$ cat src/rtl/puf_sequencer.sv
// puf_sequencer: control sequencer for a ring-oscillator PUF measurement.
// For each of NBITS response bits it loads the LFSR, warms the ROs up,
// measures one or more reference windows, and shifts the resulting bit out.
// All strobes are registered and are a pure decode of the current state.
//
// Optional feature macro: PUF_SEQ_MAJORITY_VOTE_EN
//   defined   : each bit is the majority of NVOTES sampled comparator results
//   undefined : one sample per bit, resp_bit is the cmp_bit captured in LATCH
module puf_sequencer #(
   parameter int NBITS         = 256,
   parameter int WARMUP_CYCLES = 5,
   parameter int REF_W         = 8,
   parameter int WINDOW        = 2**REF_W-1,
   parameter int NVOTES        = 3
) (
   input  logic                     clk,
   input  logic                     rst_n,
   input  logic                     start,
   input  logic [REF_W-1:0]         refcount,
   input  logic                     cmp_bit,
   output logic                     done,
   output logic                     busy,
   output logic                     lfsrDV,
   output logic                     lfsrEN,
   output logic                     roEN,
   output logic                     countEN,
   output logic                     refEN,
   output logic                     srEN,
   output logic                     countReset,
   output logic                     resp_bit,
   output logic [$clog2(NBITS)-1:0] bit_idx
);

   localparam int                IW    = $clog2(NBITS);
   localparam logic [IW-1:0]     LASTB = IW'(NBITS-1);
   localparam logic [7:0]        WLAST = 8'(WARMUP_CYCLES-1);
   localparam logic [REF_W-1:0]  WIN   = REF_W'(WINDOW);

   // Reject illegal configurations at elaboration time
   if (NBITS < 2 || NBITS > 65536 || WARMUP_CYCLES < 1 || WARMUP_CYCLES > 255 ||
       NVOTES < 1 || NVOTES > 15 || (NVOTES % 2) == 0) begin : g_bad_params
      $error("puf_sequencer: parameter out of legal range");
   end

   typedef enum logic [3:0] {
      IDLE    = 4'd0,
      LOAD    = 4'd1,
      WARMUP  = 4'd2,
      MEASURE = 4'd3,
      LATCH   = 4'd4,
      RESTART = 4'd5,
      EMIT    = 4'd6,
      HOLD    = 4'd7
   } state_t;

   typedef struct packed {
      logic lfsr_dv;
      logic lfsr_en;
      logic ro_en;
      logic count_en;
      logic ref_en;
      logic sr_en;
      logic count_reset;
   } strobe_t;

   // Strobe pattern for each state; unknown encodings look like IDLE
   function automatic strobe_t decode(input state_t s);
      strobe_t d;
      d = '0;
      case (s)
         LOAD: begin
            d.lfsr_dv     = 1'b1;
            d.lfsr_en     = 1'b1;
            d.ro_en       = 1'b1;
            d.count_reset = 1'b1;
         end
         WARMUP, RESTART: begin
            d.ro_en       = 1'b1;
            d.count_reset = 1'b1;
         end
         MEASURE: begin
            d.ro_en    = 1'b1;
            d.count_en = 1'b1;
            d.ref_en   = 1'b1;
         end
         LATCH: d.count_en = 1'b1;
         EMIT: begin
            d.sr_en   = 1'b1;
            d.lfsr_en = 1'b1;
         end
         default: d.count_reset = 1'b1;
      endcase
      return d;
   endfunction

   state_t     state, nxt;
   strobe_t    strb;
   logic [7:0] wcnt;
   logic       last_vote;
   logic       last_bit;

`ifdef PUF_SEQ_MAJORITY_VOTE_EN
   localparam logic [3:0] VLAST = 4'(NVOTES-1);
   localparam logic [3:0] HALF  = 4'(NVOTES/2);
   logic [3:0] vcnt;
   logic [3:0] tally;
   logic [3:0] tally_nxt;

   assign tally_nxt = tally + {3'b000, cmp_bit};
   assign last_vote = (vcnt == VLAST);
`else
   assign last_vote = 1'b1;
`endif

   assign last_bit = (bit_idx == LASTB);

   // Next-state selection; start low aborts everywhere except EMIT/IDLE/HOLD
   always_comb begin
      nxt = state;
      case (state)
         IDLE:    if (start) nxt = LOAD;
         LOAD:    nxt = start ? WARMUP : IDLE;
         WARMUP: begin
            if (!start)             nxt = IDLE;
            else if (wcnt == WLAST) nxt = MEASURE;
         end
         MEASURE: begin
            if (!start)                nxt = IDLE;
            else if (refcount == WIN)  nxt = LATCH;
         end
         LATCH: begin
            if (!start)         nxt = IDLE;
            else if (last_vote) nxt = EMIT;
            else                nxt = RESTART;
         end
         RESTART: nxt = start ? MEASURE : IDLE;
         EMIT:    nxt = last_bit ? HOLD : RESTART;
         HOLD:    if (!start) nxt = IDLE;
         default: nxt = IDLE;
      endcase
   end

   // State, registered strobes/status, counters and response capture
   always_ff @(posedge clk or negedge rst_n) begin
      if (!rst_n) begin
         state    <= IDLE;
         strb     <= decode(IDLE);
         done     <= 1'b0;
         busy     <= 1'b0;
         resp_bit <= 1'b0;
         bit_idx  <= '0;
         wcnt     <= '0;
`ifdef PUF_SEQ_MAJORITY_VOTE_EN
         vcnt     <= '0;
         tally    <= '0;
`endif
      end else begin
         state <= nxt;
         strb  <= decode(nxt);
         done  <= (nxt == HOLD) && (state != HOLD);
         busy  <= (nxt != IDLE) && (nxt != HOLD);
         wcnt  <= (state == WARMUP) ? wcnt + 8'd1 : 8'd0;

         // bit_idx parks on the last bit in HOLD and clears on any IDLE entry
         if (nxt == IDLE)
            bit_idx <= '0;
         else if (state == EMIT && !last_bit)
            bit_idx <= bit_idx + IW'(1);

`ifdef PUF_SEQ_MAJORITY_VOTE_EN
         if (state == LATCH) begin
            tally <= tally_nxt;
            vcnt  <= vcnt + 4'd1;
            if (last_vote) resp_bit <= (tally_nxt > HALF);
         end else if (state == EMIT || state == IDLE || nxt == IDLE) begin
            tally <= '0;
            vcnt  <= '0;
         end
`else
         if (state == LATCH) resp_bit <= cmp_bit;
`endif
      end
   end

   assign lfsrDV     = strb.lfsr_dv;
   assign lfsrEN     = strb.lfsr_en;
   assign roEN       = strb.ro_en;
   assign countEN    = strb.count_en;
   assign refEN      = strb.ref_en;
   assign srEN       = strb.sr_en;
   assign countReset = strb.count_reset;

endmodule

$ cat config.mk
export PLATFORM = sky130hd
export DESIGN_NAME = puf_sequencer
export DESIGN_NICKNAME = d
export VERILOG_FILES = /design/src/rtl/puf_sequencer.sv
export SDC_FILE = /design/constraint.sdc
export NUM_CORES = 1
export LEC_CHECK = 0
export BUFFER_PORTS_ARGS = -buffer_cell sky130_fd_sc_hd__clkbuf_2
export CORE_ASPECT_RATIO = 1.2
export CORE_MARGIN = 5
export CORE_UTILIZATION = 50
export DETAILED_ROUTE_END_ITERATION = 6
export GPL_TIMING_DRIVEN = 0
export PLACE_DENSITY = 0.73
export SLEW_MARGIN = 0
export SYNTH_ARGS = -nofsm -noshare
export SYNTH_HDL_FRONTEND = slang
export SYNTH_SLANG_ARGS = --single-unit
$ cat constraint.sdc
create_clock -name clk -period 4.7 [get_ports clk]
set_input_delay 0.235 -clock clk [delete_from_list [all_inputs] [get_ports clk]]
set_output_delay 0.235 -clock clk [all_outputs]
set_load 0.05 [all_outputs]
== Word-level counts from Yosys, hierarchy flattened ==
Cells that the tools add are included.
Word-level totals
  register bits after elaboration: 30
  bits of input ports: 12
  output and inout bits: 18
Operators by class
  $add $sub $neg: 2
  eq/ne operators: 19
  mux-type cells: 21
  reductions and logical operators: 12
Operators with widths (number)
  $eq 4x3->1 const B: 8
  $pmux 4 s8: 1
  $mux 4: 6
  $mux 8: 3
  $add 8x1->8 const B: 2
  $eq 4x2->1 const B: 4
  $eq 8x8->1 const B: 2
  $eq 4x1->1 const B: 2
  $eq 8x3->1 const B: 1
  $logic_not 4->1: 2
  $ne 4x3->1 const B: 2
  $mux 1: 7
  $mux 2: 3
  $reduce_bool 4->1: 1
  $reduce_or 2->1: 2
  $reduce_or 4->1: 1
  $logic_and 1x1->1: 3
  $mux 3: 1
  $reduce_or 3->1: 1
  $reduce_bool 2->1: 1
  $logic_not 1->1: 1

== Longest topological paths before layout ==
Gate-level depths: netlist of run 1.
  word-level depth: 7
  mapped depth: 9

== Worst setup path after synthesis of run 1 ==
OpenSTA, ideal clock, no wires.
  path kind: register -> register
  start: register bit_idx[0]
  end: register bit_idx[1]
  setup time: 126 ps
  arrival time: 2284 ps
  data required time: 4574 ps
  path slack: 2290 ps
  cell stages (with the launch flop): 7
  buffers on the path: 0
  period minus slack after synthesis: 2410 ps
  cell sequence: dfrtp_1 > ha_1 > nand3_2 > or4_4 > and3_4 > and3_1 > a221o_1
Between the ends
  cells in the longest elaborated chain, start to end: 5
Ends and longest elaborated chain
  start: declaration: line 31  | output logic [$clog2(NBITS)-1:0] bit_idx
  start signal: assignment: line 168  | bit_idx <= bit_idx + IW'(1);
  $eq 8x8->1: line 115  | assign last_bit = (bit_idx == LASTB);
  $mux 2: line 137  | EMIT: nxt = last_bit ? HOLD : RESTART;
  $pmux 4 s8: line 120  | case (state)
  $logic_not 4->1: line 165  | if (nxt == IDLE)
  $mux 8 or $reduce_bool 2->1 (tied branches)
Several ways; a longest one is shown, not always the timed one. The select of a mux whose other input is x is not followed.
A chain may end at the register's enable or synchronous reset.

== Final worst setup path of run 1 ==
Same ends and word-level chain as after synthesis.

==> results of run 1 <==
[repair_timing]
| item | in CTS | in global routing |
|---|---|---|
| hold endpoints to repair | 29 | 0 |
| endpoints found under the setup margin | 0 | 0 |
| hold buffers | 1 | 0 |
[cell usage in the layout (no fill, tap or decap), drive strengths merged, types with 2 or more instances in the layout]
master / count
clkbuf: 36
dfrtp: 29
nand4: 15
nor2: 15
nand3: 15
nand2: 14
nor3: 9
inv: 8
buf: 8
and3: 6
xor2: 5
o211ai: 4
or4b: 3
ha: 3
or2: 3
o311ai: 3
nand2b: 2
a31oi: 2
o21ai: 2
bufinv: 2
[how the worst max path moves through the flow]
stage	from	depth (start not counted)	to	slack, ps
finish	bit_idx[0]$_DFFE_PN0P_	6	bit_idx[1]$_DFFE_PN0P_	2460
global route	wcnt[0]$_DFF_PN0_	8	bit_idx[1]$_DFFE_PN0P_	2310
CTS	bit_idx[0]$_DFFE_PN0P_	6	bit_idx[1]$_DFFE_PN0P_	2460
detailed placement	wcnt[0]$_DFF_PN0_	8	bit_idx[1]$_DFFE_PN0P_	2470
global placement	bit_idx[0]$_DFFE_PN0P_	6	bit_idx[1]$_DFFE_PN0P_	2520
floorplan	bit_idx[0]$_DFFE_PN0P_	6	bit_idx[1]$_DFFE_PN0P_	2290
[Yosys cell counts, types with 2 or more instances]
cell,n
o311ai_0,2
inv_2,3
dfrtp_1,29
or4b_1,3
nand2_1,14
nor3_1,7
buf_4,5
xor2_1,5
ha_1,3
or2_2,2
nand3_1,14
a31oi_1,2
o211ai_1,4
nor2_1,15
and3_1,5
o21ai_0,2
inv_1,5
nand2b_1,2
buf_6,2
nand4_1,15
[sequential cells by signal, summed over array words and instances, names as in the netlist]
name        cells
countReset      1
lfsrEN          1
resp_bit        1
bit_idx         8
countEN         1
done            1
refEN           1
busy            1
lfsrDV          1
state           4
wcnt            8
srEN            1
roEN            1
[metal layers]
| metal | routed length, um | vias to the layer above |
|---|---|---|
| met2 | 2020 | 54 |
| met4 | 63 | 0 |
| met1 | 1520 | 684 |
| met5 | 0 | - |
| li1 | - | 669 |
| met3 | 280 | 6 |
[power by group]
group | switching (mW) | internal (mW)
clock | 0.0898 | 0.113
combinational | 0.0359 | 0.0175
sequential | 0.00243 | 0.263
[per-stage QoR]
| stage | hold slack, ps | cell area [sq um] | total power, mW | utilization [%] |
|---|---|---|---|---|
| floorplan | -60.6 | 1610 | 0.304 | - |
| detailed placement | 332 | 1800 | 0.323 | 58.5 |
| global placement | 323 | 1800 | 0.321 | 58.5 |
| CTS | 123 | 1890 | 0.529 | 61.2 |
| finish | 143 | 1890 | 0.521 | 61.2 |
| global route | 115 | 1890 | 0.545 | 61.2 |
[layout make-up]
class	instances	area [sq um]
Fill cell	280	1190
Clock buffer	7	45.0
Inverter	9	47.5
Multi-Input combinational cell	117	748
Timing Repair Buffer	30	155
Clock inverter	1	30.0
Sequential cell	30	752
Tap cell	36	45.0
Buffer	8	65.1
[cells by family after synthesis]
kind of cell | synth area share (%)
flip-flops | 46.6
buffers and inverters | 6.98
other | 0.233
multiplexers | 0.698
adder cells (fa/ha/maj) | 3.03
AND/OR/NAND/NOR | 31.4
XOR/XNOR | 3.26
AO/OA/AOI/OAI | 7.76
==> results.ini, run 1 <==
[timing]
setup_viol = 0
hold_viol = 0
report.final.slew_viol_count = 0
rsz0062_at_grt = false
slew_headroom_pct = 50.8
post-route-period-util_pct = 47.8
finClkSkew_ps = 13.2
worst_slack_ps = 2460
final.min_clock_period_ps = 2240
tightest_slew_ps = 738
clock.fmax_ghz = 0.446
setup_tns_ps = 0

[worst_setup_path]
r2r_start = bit_idx[0]$_DFFE_PN0P_
path_delay_family = simple AND/OR/NAND/NOR gates
path_max_fanout = 6
rrSetupSlack_ps = 2460
startpoint_type = register
rr_endpoint = bit_idx[1]$_DFFE_PN0P_
cp-end-kind = register
critical-path-max-stage-delay_ps = 580
worstPathRequired_ps = 4910
cpMaxStageDelayCell = or4_4
critical_path_class = register to register
cp_num_buf_inv = 0
cp_cell_sequence = ha_1 -> nand3_2 -> or4_4 -> and3_4 -> and3_1 -> a221o_1
ff2ff_path_depth = 6
cp.arrival_ps = 2460

[grt]
grt-ovfl-total = 0
gr-max-usage-layer = met2
grt_max_degree = 31
first_global_vias = 1407
globalRouteMet1Util_pct = 23.4
grt_pass1_wl_um = 6470
antenna_found_initial = 0
track_usage_pct = 19.7
use_met2_pct = 32.1
gr-usage-met3_pct = 5.87

[power]
p_per_area_nw_per_um2 = 276
p_leak_nw = 0.906
vdd.ir_drop.worst_mv = 0.273

[min_path]
worstHoldStart = cmp_bit
whs_path_depth = 2
min_path_type = input port to register
hold_path_end = resp_bit$_DFFE_PN0N_

[cts]
clk_path_buf_depth = 2
cts_tree = done
numCtsBuffers = 5
cts.repair.resized = 0
post_cts_buffers = 0
clkTransAtPathRegs_ps = 100
root_buffer = clkbuf_4
h-tree-depth = 2
numClockSinks = 30
clock_latency_ps = 330

[synth]
synth.distinct_cells = 45
synth-seq-area-share_pct = 46.6
async_flop_share_pct = 100
ys_warn_count = 0
ys.flop_type = dfrtp_1
ys_ff_latch = 30
synth.largest_area_cell = dfrtp_1
synth_fp_nets = 179
ys_top_cells_by_area = dfrtp_1 45%, nand4_1 5.8%, nand3_1 4.3%
synth_top_area_share_pct = 45.0
syn-mean-instance-area_sq_um = 9.83
synthCells = 164
synthesis.area_sq_um = 1610
synth_edf_count = 0

[layout]
area_delta_synth_final_pct = 17.1
drive_gt1_share_pct = 28.7
nets = 216
final_cells = 238
antennaDiodeCount = 0

[routing]
drt_iter0_drc = 91
antenna_left = 0
wire_per_inst_um = 16.3
firstDrtPassIters = 4
viasPerCell = 5.94
routed_wirelength_um = 3880
vias = 1413
drc = 0

[floorplan]
top_level_ports = 30
start_util_pct = 52.3
fp.dieH_um = 72.2
die_w_um = 61.8
rows = 22
dieArea_sq_um = 4470
core_sq_um = 3080

[flow_run]
max_cap_viol_count = 0

[place]
dpl.cell_count = 229
gp_congestion = 0.814
numPortBuffers = 29
post-place-ws_ps = 2470
dpl.hpwl_um = 2760

[status]
status = finished, final reports clean

Note: power is estimated with default switching activity, not from simulation.
==> run 2, diff against run 1 <==
ABC_AREA = 1   (was default)
PLACE_DENSITY = 0.74   (was 0.73)
clock period = 2.3 ns   (was 4.7 ns; I/O delays follow)
==> run 2 against run 1 <==
Net effect:
- count of clock-buffer cells in the layout is 1 lower
- sequential share of layout area is 2.8 points higher
- critical path depth is 3 higher
- highest routed layer unchanged
- flip-flop and latch count stayed put
- cell count is 6.3% higher
- setup slack worse by 2000 ps
- clock power is 62% higher
- hold slack worse by 6.5 ps
- register-to-register slack worse by 2000 ps
- clock skew is 5.9 ps lower
- die area is 6.4% lower
==> results.ini, run 2 <==
[worst_setup_path]
cp-end-kind = register
startpoint_type = register
worstPathRequired_ps = 2500  ; -2410 ps
cp.arrival_ps = 2010  ; -450 ps
path_max_fanout = 9  ; +3
critical_path_class = register to register
cp_cell_sequence = ha_1 -> inv_1 -> nor2_2 -> nand3_1 -> nor2_2 -> nor2_1 -> nand2_2 -> nor3_4 -> nor2_1
critical-path-max-stage-delay_ps = 430  ; -150 ps
cpMaxStageDelayCell = dfrtp_1

[grt]
first_global_vias = 1324  ; -5.9%
globalRouteMet1Util_pct = 17.9  ; -5.6 points
antenna_found_initial = 0  ; unchanged
track_usage_pct = 16.9  ; -2.8 points
grt_max_degree = 31  ; unchanged
grt-ovfl-total = 0  ; unchanged
use_met2_pct = 28.4  ; -3.8 points
grt_pass1_wl_um = 5410  ; -16%
gr-max-usage-layer = met2
gr-usage-met3_pct = 5.03  ; -0.84 points

[timing]
rsz0062_at_grt = false
report.final.slew_viol_count = 0  ; unchanged
hold_viol = 0  ; unchanged
post-route-period-util_pct = 78.8  ; +31 points
worst_slack_ps = 488  ; -1970 ps
tightest_slew_ps = 726  ; -11.2 ps
finClkSkew_ps = 7.32  ; -5.91 ps
setup_viol = 0  ; unchanged
slew_headroom_pct = 51.6  ; +0.75 points
setup_tns_ps = 0  ; unchanged
final.min_clock_period_ps = 1810  ; -433 ps
clock.fmax_ghz = 0.552  ; +24%
timing.hold.ws_ps = 137  ; -6.47 ps

[synth]
syn-mean-instance-area_sq_um = 8.29  ; -16%
synth.distinct_cells = 25  ; -44%
ys_ff_latch = 30  ; unchanged
synthCells = 180  ; +9.8%
ys_top_cells_by_area = dfrtp_1 49%, nand2_1 7.6%, nor2_1 7.0%
synth_fp_nets = 195  ; +8.9%
async_flop_share_pct = 100  ; unchanged
synth_top_area_share_pct = 48.7  ; +3.7 points
synthesis.area_sq_um = 1490  ; -7.5%
ys.flop_type = dfrtp_1
synthTopCellsByCount = 30 x nand2_1, 29 x dfrtp_1, 28 x nor2_1
synth.largest_area_cell = dfrtp_1
ys_warn_count = 0  ; unchanged
synth-seq-area-share_pct = 50.4  ; +3.8 points
synth_edf_count = 0  ; unchanged
synth.most_common_cell = nand2_1

[floorplan]
die_w_um = 59.9  ; -3.2%
start_util_pct = 52.6  ; +0.24 points
fp.dieH_um = 69.8  ; -3.3%
dieArea_sq_um = 4180  ; -6.4%
core_sq_um = 2840  ; -8.0%
rows = 21  ; -4.5%
top_level_ports = 30  ; unchanged

[routing]
drc = 0  ; unchanged
drt_iter0_drc = 31  ; -66%
firstDrtPassIters = 4  ; unchanged
vias = 1274  ; -9.8%
wire_per_inst_um = 11.8  ; -27%
antenna_left = 0  ; unchanged
viasPerCell = 5.04  ; -15%
routed_wirelength_um = 3000  ; -23%

[cts]
numClockSinks = 30  ; unchanged
cts_tree = done
h-tree-depth = 2  ; unchanged
clk_path_buf_depth = 2  ; unchanged
clock_latency_ps = 330  ; about the same
clkTransAtPathRegs_ps = 90  ; about the same
numCtsBuffers = 5  ; unchanged
root_buffer = clkbuf_4
post_cts_buffers = 0  ; unchanged
cts.repair.resized = 0  ; unchanged

[power]
switching_share_pct = 26.5  ; +1.9 points
clkPwrFrac_pct = 34.1  ; -4.8 points
intPower_uw = 709  ; +80%
switching_power_uw = 256  ; +100%
vdd.ir_drop.worst_mv = 0.387  ; +42%
p_seq_share_pct = 56.2  ; +5.3 points
p_leak_nw = 0.883  ; -2.5%
p_per_area_nw_per_um2 = 547  ; +98%
p_comb_share_pct = 9.6  ; -0.6 points

[layout]
nets = 233  ; +7.9%
final_cells = 253  ; +6.3%
stdcell_area_sq_um = 1760  ; -6.6%
top_regs = bit_idx x8, wcnt x8, state x4
antennaDiodeCount = 0  ; unchanged
final_cell_mix = 30 x nand2_1, 29 x dfrtp_1, 29 x clkbuf_2
nFillCells = 251  ; -10%
drive_gt1_share_pct = 26.0  ; -2.7 points
final_common_cell = nand2_1
area_delta_synth_final_pct = 18.2

[place]
gp_congestion = 0.848  ; +4.1%
numPortBuffers = 29  ; unchanged
post-place-ws_ps = 485  ; -1990 ps
dpl_cell_area_sq_um = 1680  ; -6.9%
dpl.hpwl_um = 2340  ; -15%
dpl.cell_count = 243  ; +6.1%

[flow_run]
max_cap_viol_count = 0  ; unchanged

[status]
status = finished, final reports clean

[min_path]
min_path_type = input port to register

==> run 2: changes by cell type after synthesis, sizes merged, moves of 6 or more <==
cell   previous run  this run
o21ai             2         8
nor2             15        34
a21oi             1         7
buf               8         0
nand2            14        36
nand4            15         2
and3              6         0
inv               8        29
==> run 2: repair_timing <==
| action | in CTS | in global routing |
|---|---|---|
| hold endpoints to repair | 29 | 1 |
| endpoints found under the setup margin | 0 | 0 |
| hold buffers | 1 | 1 |
==> run 2: kinds of logic after synthesis <==
logic type | after synthesis | synth area share [%]
simple gates | 94 | 29.7
flops | 30 | 50.4
buf+inv | 29 | 7.30
compound gates | 16 | 5.54
xor+xnor | 6 | 3.52
fa+ha+maj | 3 | 2.52
other cells | 1 | 0.251
mux | 1 | 0.755
==> run 2: worst max-delay path: cells and delay by family, from the launching register on <==
kind                     cells  cell delay [ps]
buffers and inverters        1               80
adder cells (fa/ha/maj)      1              210
flip-flops                   1              430
AND/OR/NAND/NOR              7              970
==> run 2: final timing paths <==
path | from | slack, ps | end | depth (start not counted)
max in group asynchronous | rst_n | 1450 | wcnt[0]$_DFF_PN0_ | 2
worst max register to register | bit_idx[0]$_DFFE_PN0P_ | 490 | bit_idx[1]$_DFFE_PN0P_ | 9
worst min register to register | wcnt[0]$_DFF_PN0_ | 490 | wcnt[0]$_DFF_PN0_ | 1
worst max-delay path | bit_idx[0]$_DFFE_PN0P_ | 490 | bit_idx[1]$_DFFE_PN0P_ | 9
min in group asynchronous | rst_n | 380 | bit_idx[5]$_DFFE_PN0P_ | 2
worst min-delay path | start | 140 | countEN$_DFF_PN0_ | 3
==> run 2: cell type report <==
type                       count  area, sq um  area share, %
clock buffer                   6         51.3           2.91
timing repair buffer          31          165           9.37
inverter                      29          109           6.17
clock inverter                 2         12.5          0.710
tap                           34         42.5           2.41
multi-input combinational    121          631           35.8
sequential                    30          752           42.7
==> run 2: stage by stage <==
stage	util, %	power (mW)
2_1_floorplan	-	0.607
3_3_place_gp	59.2	0.641
3_5_place_dp	59.2	0.644
4_1_cts	61.8	0.979
5_1_grt	62.1	1.01
6_report	62.1	0.965
==> run 2: power groups by stage <==
stage	combinational [mW]	clock (mW)	sequential [mW]
3_3_place_gp	0.0884	0	0.552
5_1_grt	0.102	0.369	0.543
2_1_floorplan	0.0270	0	0.580
3_5_place_dp	0.0914	0	0.553
6_report	0.0930	0.329	0.542
4_1_cts	0.0928	0.344	0.542
==> run 2: routing by layer <==
layer / part of all wire [%] / vias up
met1: 37 / 597
met4: 2.6 / 0
met2: 54 / 33
met3: 5.9 / 7
li1: - / 637
met5: 0 / -
